File: src/rtl/calc_pkg.sv
// Shared definitions for the calculator sequencer: key codes, ALU opcodes and FSM states.
package calc_pkg;

  localparam logic [4:0] KEY_ADD = 5'd16;
  localparam logic [4:0] KEY_SUB = 5'd17;
  localparam logic [4:0] KEY_MUL = 5'd18;
  localparam logic [4:0] KEY_DIV = 5'd19;
  localparam logic [4:0] KEY_EQ  = 5'd20;
  localparam logic [4:0] KEY_CLR = 5'd21;
  localparam logic [4:0] KEY_NEG = 5'd22;

  typedef enum logic [1:0] {
    ALU_ADD = 2'b00,
    ALU_SUB = 2'b01,
    ALU_MUL = 2'b10,
    ALU_DIV = 2'b11
  } alu_op_e;

  typedef enum logic [2:0] {
    ENTRY_A,
    OP_WAIT,
    ENTRY_B,
    ALU_REQ,
    ALU_WAIT,
    DISP_REQ,
    DISP_WAIT,
    ERROR
  } state_e;

  // Operator key codes 16..19 map directly onto opcodes through their low two bits.
  function automatic alu_op_e key_to_op(input logic [4:0] key);
    return alu_op_e'(key[1:0]);
  endfunction

endpackage

File: src/rtl/calc_digit_accum.sv
// Operand entry arithmetic: decimal append, two's-complement negate and digit-limit detection.
module calc_digit_accum #(
  parameter int DATA_WIDTH = 16,
  parameter int MAX_DIGITS = 5,
  parameter int CW         = $clog2(MAX_DIGITS + 1)
) (
  input  logic [DATA_WIDTH-1:0] acc_i,
  input  logic [3:0]            digit_i,
  input  logic [CW-1:0]         count_i,
  output logic [DATA_WIDTH-1:0] append_o,
  output logic [DATA_WIDTH-1:0] negate_o,
  output logic [CW-1:0]         count_o,
  output logic                  full_o
);

  assign append_o = acc_i * DATA_WIDTH'(10) + DATA_WIDTH'(digit_i);
  assign negate_o = '0 - acc_i;
  assign count_o  = count_i + CW'(1);
  assign full_o   = (count_i >= CW'(MAX_DIGITS));

endmodule

File: src/rtl/calc_sequencer.sv
// Calculator key sequencer: collects operands, drives the ALU and display handshakes.
module calc_sequencer
  import calc_pkg::*;
#(
  parameter int DATA_WIDTH = 16,
  parameter int MAX_DIGITS = 5
) (
  input  logic                  clk,
  input  logic                  rst_n,
  input  logic [4:0]            i_button_data,
  input  logic                  i_button_valid,
  output logic                  o_button_ready,
  input  logic                  i_2s_comp_mode,
  output logic [DATA_WIDTH-1:0] o_alu_input_a,
  output logic [DATA_WIDTH-1:0] o_alu_input_b,
  output logic [1:0]            o_alu_input_op,
  output logic                  o_alu_input_signed,
  output logic                  o_alu_input_valid,
  input  logic                  i_alu_input_ready,
  input  logic [DATA_WIDTH-1:0] i_alu_result,
  input  logic                  i_alu_error,
  input  logic                  i_alu_result_valid,
  output logic                  o_alu_result_ready,
  output logic                  o_add_state_display,
  output logic                  o_sub_state_display,
  output logic                  o_mul_state_display,
  output logic                  o_div_state_display,
  output logic [DATA_WIDTH-1:0] o_display_data,
  output logic                  o_display_2s_comp,
  output logic                  o_display_valid,
  input  logic                  i_display_ready,
  input  logic                  i_display_done,
  output logic                  o_error
);

  localparam int CW = $clog2(MAX_DIGITS + 1);

  state_e                state_q, state_d, ret_q, ret_d;
  logic [DATA_WIDTH-1:0] a_q, a_d, b_q, b_d, disp_q, disp_d;
  alu_op_e               op_q, op_d, pend_q, pend_d;
  logic                  op_vld_q, op_vld_d, chain_q, chain_d, fresh_q, fresh_d;
  logic                  alu_sgn_q, alu_sgn_d, disp_sgn_q, disp_sgn_d, armed_q;
  logic [CW-1:0]         cnt_q, cnt_d;

  logic                  key_fire, is_digit, is_op, do_clear, in_b, replace;
  logic [DATA_WIDTH-1:0] acc_in, acc_append, acc_negate;
  logic [CW-1:0]         cnt_in, cnt_next;
  logic                  acc_full;

  assign is_digit = (i_button_data <= 5'd9);
  assign is_op    = (i_button_data >= KEY_ADD) && (i_button_data <= KEY_DIV);
  assign key_fire = i_button_valid && o_button_ready;
  assign do_clear = key_fire && (i_button_data == KEY_CLR);

  // A digit after an operator or after EQ starts a new operand from zero.
  assign in_b    = (state_q == ENTRY_B);
  assign replace = is_digit && ((state_q == OP_WAIT) || ((state_q == ENTRY_A) && fresh_q));
  assign acc_in  = replace ? '0 : (in_b ? b_q : a_q);
  assign cnt_in  = replace ? '0 : cnt_q;

  calc_digit_accum #(
    .DATA_WIDTH(DATA_WIDTH),
    .MAX_DIGITS(MAX_DIGITS),
    .CW        (CW)
  ) u_accum (
    .acc_i   (acc_in),
    .digit_i (i_button_data[3:0]),
    .count_i (cnt_in),
    .append_o(acc_append),
    .negate_o(acc_negate),
    .count_o (cnt_next),
    .full_o  (acc_full)
  );

  always_ff @(posedge clk or negedge rst_n) begin
    if (!rst_n) begin
      state_q    <= ENTRY_A;
      ret_q      <= ENTRY_A;
      a_q        <= '0;
      b_q        <= '0;
      disp_q     <= '0;
      op_q       <= ALU_ADD;
      pend_q     <= ALU_ADD;
      op_vld_q   <= 1'b0;
      chain_q    <= 1'b0;
      fresh_q    <= 1'b0;
      alu_sgn_q  <= 1'b0;
      disp_sgn_q <= 1'b0;
      cnt_q      <= '0;
      armed_q    <= 1'b0;
    end else begin
      state_q    <= state_d;
      ret_q      <= ret_d;
      a_q        <= a_d;
      b_q        <= b_d;
      disp_q     <= disp_d;
      op_q       <= op_d;
      pend_q     <= pend_d;
      op_vld_q   <= op_vld_d;
      chain_q    <= chain_d;
      fresh_q    <= fresh_d;
      alu_sgn_q  <= alu_sgn_d;
      disp_sgn_q <= disp_sgn_d;
      cnt_q      <= cnt_d;
      armed_q    <= 1'b1;
    end
  end

  always_comb begin
    state_d    = state_q;
    ret_d      = ret_q;
    a_d        = a_q;
    b_d        = b_q;
    disp_d     = disp_q;
    op_d       = op_q;
    pend_d     = pend_q;
    op_vld_d   = op_vld_q;
    chain_d    = chain_q;
    fresh_d    = fresh_q;
    alu_sgn_d  = alu_sgn_q;
    disp_sgn_d = disp_sgn_q;
    cnt_d      = cnt_q;
    case (state_q)
      ENTRY_A, OP_WAIT, ENTRY_B: begin
        if (key_fire && is_digit && !acc_full) begin
          cnt_d      = cnt_next;
          disp_d     = acc_append;
          disp_sgn_d = i_2s_comp_mode;
          state_d    = DISP_REQ;
          if (state_q == ENTRY_A) begin
            a_d     = acc_append;
            fresh_d = 1'b0;
            ret_d   = ENTRY_A;
          end else begin
            b_d   = acc_append;
            ret_d = ENTRY_B;
          end
        end else if (key_fire && is_op) begin
          if (in_b) begin
            // Chained operator: finish the pending op first, latch this one with the result.
            pend_d    = key_to_op(i_button_data);
            chain_d   = 1'b1;
            alu_sgn_d = i_2s_comp_mode;
            state_d   = ALU_REQ;
          end else begin
            op_d     = key_to_op(i_button_data);
            op_vld_d = 1'b1;
            fresh_d  = 1'b0;
            state_d  = OP_WAIT;
          end
        end else if (key_fire && (i_button_data == KEY_EQ) && in_b) begin
          chain_d   = 1'b0;
          alu_sgn_d = i_2s_comp_mode;
          state_d   = ALU_REQ;
        end else if (key_fire && (i_button_data == KEY_NEG)) begin
          if (in_b) b_d = acc_negate;
          else      a_d = acc_negate;
          disp_d     = acc_negate;
          disp_sgn_d = i_2s_comp_mode;
          ret_d      = state_q;
          state_d    = DISP_REQ;
        end
      end
      ALU_REQ: if (i_alu_input_ready) state_d = ALU_WAIT;
      ALU_WAIT: begin
        if (i_alu_result_valid) begin
          if (i_alu_error) begin
            state_d = ERROR;
          end else begin
            a_d        = i_alu_result;
            disp_d     = i_alu_result;
            disp_sgn_d = i_2s_comp_mode;
            cnt_d      = '0;
            state_d    = DISP_REQ;
            if (chain_q) begin
              op_d     = pend_q;
              op_vld_d = 1'b1;
              ret_d    = OP_WAIT;
            end else begin
              op_vld_d = 1'b0;
              fresh_d  = 1'b1;
              ret_d    = ENTRY_A;
            end
          end
        end
      end
      DISP_REQ:  if (i_display_ready) state_d = DISP_WAIT;
      DISP_WAIT: if (i_display_done)  state_d = ret_q;
      ERROR: ;
      default:   state_d = ENTRY_A;
    endcase
    if (do_clear) begin
      a_d        = '0;
      b_d        = '0;
      op_vld_d   = 1'b0;
      op_d       = ALU_ADD;
      chain_d    = 1'b0;
      fresh_d    = 1'b0;
      cnt_d      = '0;
      disp_d     = '0;
      disp_sgn_d = i_2s_comp_mode;
      ret_d      = ENTRY_A;
      state_d    = DISP_REQ;
    end
  end

  assign o_button_ready      = armed_q && ((state_q == ENTRY_A) || (state_q == OP_WAIT) ||
                                           (state_q == ENTRY_B) || (state_q == ERROR));
  assign o_alu_input_a       = a_q;
  assign o_alu_input_b       = b_q;
  assign o_alu_input_op      = op_q;
  assign o_alu_input_signed  = alu_sgn_q;
  assign o_alu_input_valid   = (state_q == ALU_REQ);
  assign o_alu_result_ready  = (state_q == ALU_WAIT);
  assign o_add_state_display = op_vld_q && (op_q == ALU_ADD);
  assign o_sub_state_display = op_vld_q && (op_q == ALU_SUB);
  assign o_mul_state_display = op_vld_q && (op_q == ALU_MUL);
  assign o_div_state_display = op_vld_q && (op_q == ALU_DIV);
  assign o_display_data      = disp_q;
  assign o_display_2s_comp   = disp_sgn_q;
  assign o_display_valid     = (state_q == DISP_REQ);
  assign o_error             = (state_q == ERROR);

endmodule

File: config.mk
export PLATFORM = sky130hd
export DESIGN_NAME = calc_sequencer
export DESIGN_NICKNAME = d
export VERILOG_FILES = /design/src/rtl/calc_pkg.sv /design/src/rtl/calc_digit_accum.sv /design/src/rtl/calc_sequencer.sv
export SDC_FILE = /design/constraint.sdc
export NUM_CORES = 1
export LEC_CHECK = 0
export CORE_MARGIN = 2
export CORE_UTILIZATION = 30
export CTS_CLUSTER_DIAMETER = 150
export DETAILED_ROUTE_END_ITERATION = 10
export GPL_ROUTABILITY_DRIVEN = 0
export GPL_TIMING_DRIVEN = 0
export PLACE_DENSITY = 0.51
export SYNTH_ARGS = -nofsm -noshare
export SYNTH_HDL_FRONTEND = slang
export SYNTH_SLANG_ARGS = --single-unit
File: constraint.sdc
create_clock -name clk -period 11.9 [get_ports clk]
set_input_delay 2.38 -clock clk [delete_from_list [all_inputs] [get_ports clk]]
set_output_delay 2.38 -clock clk [all_outputs]
set_load 0.005 [all_outputs]
==> flow_metrics.env <==
export IMPL_cts_tree="built"
export IMPL_numPortBuffers=89
export IMPL_synthFlopType="dfrtp_1"
export IMPL_post_cts_setup_buffer_count=0
export IMPL_clockRootBuffer="clkbuf_16"
export IMPL_syn_num_nets=668
export IMPL_ctsHtreeMaxLevel=3
export IMPL_clock_latency_ns=0.34
export IMPL_final_util_pct=40.09
export IMPL_netlist_top_cells_area="dfrtp_1 (33%), ha_1 (6.6%), nand2_1 (6.5%), o21ai_0 (4.4%), nor2_1 (4.3%)"
export IMPL_yosysSeqAreaShare_pct=32.84
export IMPL_slew_violations=0
export IMPL_cts_repair_resized=0
export IMPL_rsz0062_at_grt="no"
export IMPL_initial_core_util_pct=30.78
export IMPL_crit_type="in2reg"
export IMPL_tightest_slew_ns=0.9248
export IMPL_p_total_mw=2.577
export IMPL_vias=5112
export IMPL_die_w_um=134.4
export IMPL_coreArea_um2=16580
export IMPL_hp_class="reg2reg"
export IMPL_cp_start_kind="primary input"
export IMPL_grt_pass1_vias=4962
export IMPL_num_rows=47
export IMPL_worstPathMaxFanout=10
export IMPL_grt_max_degree=68
export IMPL_area_growth_pct=30.22
export IMPL_cts_buffers=9
export IMPL_fp_dieH_um=134.4
export IMPL_outcome="complete, no violations"
export IMPL_synth_warnings=0
export IMPL_grt_usage_pct=19.91
export IMPL_die_area_um2=18080
export IMPL_setup_tns_ns=0
export IMPL_place_area_um2=6296
export IMPL_p_per_area_nw_per_um2=387.7
export IMPL_stdcell_area_um2=6648
export IMPL_avgSynthCellArea_um2=8.369
export IMPL_clock_fmax_mhz=132.2
export IMPL_critPathArrivalTime_ns=7.81
export IMPL_route_detailed_drc=0
export IMPL_pre_cts_slack_ns=4.009
export IMPL_cts_num_sinks=67
export IMPL_end_kind="flop"
export IMPL_finalCritPeriodShare_pct=63.58
export IMPL_synth_most_common_cell="nand2_1"
export IMPL_routed_wl_um=18020
export IMPL_syn_inst=610
export IMPL_via_per_inst=5.462
export IMPL_drive_above_1_share_pct=8.240
export IMPL_layout_nets=769
export IMPL_p_leak_nw=2.759
export IMPL_yosys_top_cells_count="nand2_1 (88), dfrtp_1 (67), nor2_1 (58)"
export IMPL_place_hpwl_um=13820
export IMPL_ant_nets=0
export IMPL_syn_area_um2=5105
export IMPL_yosysTopAreaCell="dfrtp_1"
export IMPL_synth_edf_count=0
export IMPL_clockBufferDepth=2
export IMPL_drtIter0Drc=434
export IMPL_clkTransAtPathRegs_ns=0.06
export IMPL_synth_distinct_cells=76
export IMPL_maxSlewHeadroom_pct=38.35
export IMPL_setup_slack_ns=4.334
export IMPL_insertedDiodeCount=0
export IMPL_period_needed_ns=7.566
export IMPL_worstPathRequired_ns=12.15
export IMPL_crit_path_max_incr_delay_ns=0.61
export IMPL_gr_total_overflow=0
export IMPL_io_pins=91
export IMPL_ys_ff_latch=67
export IMPL_yosysTopAreaCellShare_pct=32.84
export IMPL_drt_pass1_iterations=5
export IMPL_antenna_found_initial=0
export IMPL_wire_per_inst_um=19.25
export IMPL_cts_hold_fix_buffers=0
export IMPL_skew_ns=0.009389
export IMPL_async_flop_share_pct=100.0
export IMPL_grt_pass1_wl_um=27800
export IMPL_finalSetupViolations=0
export IMPL_crit_slowest_cell="clkdlybuf4s50_1"
export IMPL_path_cells="clkdlybuf4s50_1 > o21ai_0 > and4b_1 > clkbuf_2 > clkbuf_1 > buf_1 > nor2_1 > ha_1 > ha_1 > clkbuf_1 > and2_1 > o21ai_0 > o211ai_1 > nor4b_2 > nand2_1 > xnor2_1 > nand2_1 > a41oi_1"
export IMPL_hold_viol=0
export IMPL_cap_violations=0
export IMPL_irDropWorstVdd_mv=0.2095
## per-stage QoR
| step | hold slack, ns | cells |
|---|---|---|
| 2_1_floorplan | 0.4508 | 610 |
| 3_3_place_gp | 0.4573 | 919 |
| 3_5_place_dp | 0.4643 | 920 |
| 4_1_cts | 0.4858 | 936 |
| 5_1_grt | 0.5182 | 936 |
| 6_report | 0.4858 | 936 |
## kinds of logic after synthesis
logic type / count (synthesis) / share of synthesized area (%)
muxes: 30 / 6.446
and+or+nand+nor: 229 / 21.03
adders and majority gates: 28 / 7.010
AOI/OAI and AO/OA: 179 / 23.33
DFF: 67 / 32.84
xor gates and xnor gates: 31 / 5.319
other: 1 / 0.07346
buffers and inverters: 45 / 3.946
## state kept, by name (all words and copies together) (netlist names), 2 cells and up
register	count
o_alu_input_b	16
pend_q	2
cnt_q	3
o_alu_input_a	16
state_q	3
o_display_data	16
ret_q	3
o_alu_input_op	2
## layer usage
| layer | global-route usage, % | wire, µm |
|---|---|---|
| met5 | 0 | 0 |
| met4 | 6.257 | 287 |
| met3 | 4.082 | 992 |
| met2 | 32.43 | 8569 |
| met1 | 26.53 | 8172 |
## worst max-delay path, delay by kind of cell
| family | cells | cell delay (ns) |
|---|---|---|
| xor gates and xnor gates | 1 | 0.20 |
| buffers and inverters | 5 | 1.91 |
| and+or+nand+nor | 6 | 1.40 |
| adders and majority gates | 2 | 0.65 |
| AOI/OAI and AO/OA | 4 | 1.25 |
## cell usage in the layout, fill, tap and decap left out, types with 9 or more instances in the layout
master,count
nand2_1,88
clkdlybuf4s50_1,88
dfrtp_1,67
nor2_1,58
o21ai_0,45
a21oi_1,36
ha_1,27
xnor2_1,20
clkbuf_1,19
mux2i_1,16
nand3_1,16
o211ai_1,13
mux2_2,13
inv_1,12
a31oi_1,12
nor3_1,11
xor2_1,11
clkbuf_16,9
## report_power, final
part           internal (mW)  switching [mW]
logic                  0.792            1.02
registers              0.338           0.116
clock network          0.211           0.103
## path summary, 6_finish.rpt
| check | start | endpoint | slack, ns | cells after the start |
|---|---|---|---|---|
| min in group asynchronous | rst_n | cnt_q[2]$_DFFE_PN0P_ | 2.05 | 2 |
| min | o_display_data[0]$_DFFE_PN0P_ | o_display_data[0]$_DFFE_PN0P_ | 0.49 | 2 |
| min reg2reg | o_display_data[0]$_DFFE_PN0P_ | o_display_data[0]$_DFFE_PN0P_ | 0.49 | 2 |
| max in group asynchronous | rst_n | o_alu_input_b[12]$_DFFE_PN0P_ | 9.55 | 2 |
| max reg2reg | state_q[2]$_DFFE_PN0P_ | o_alu_input_a[13]$_DFFE_PN0P_ | 6.52 | 17 |
| max | i_button_data[1] | o_alu_input_a[13]$_DFFE_PN0P_ | 4.33 | 18 |
## final cells by class
| cell class | instances | area (µm²) |
|---|---|---|
| Fill cell | 1702 | 9936 |
| Multi-Input combinational cell | 498 | 3227 |
| Sequential cell | 67 | 1677 |
| Timing Repair Buffer | 90 | 915.9 |
| Tap cell | 220 | 275.3 |
| Clock buffer | 10 | 239.0 |
| Buffer | 33 | 156.4 |
| Clock inverter | 6 | 112.6 |
| Inverter | 12 | 45.04 |
Power figures use the tool's default switching activity.
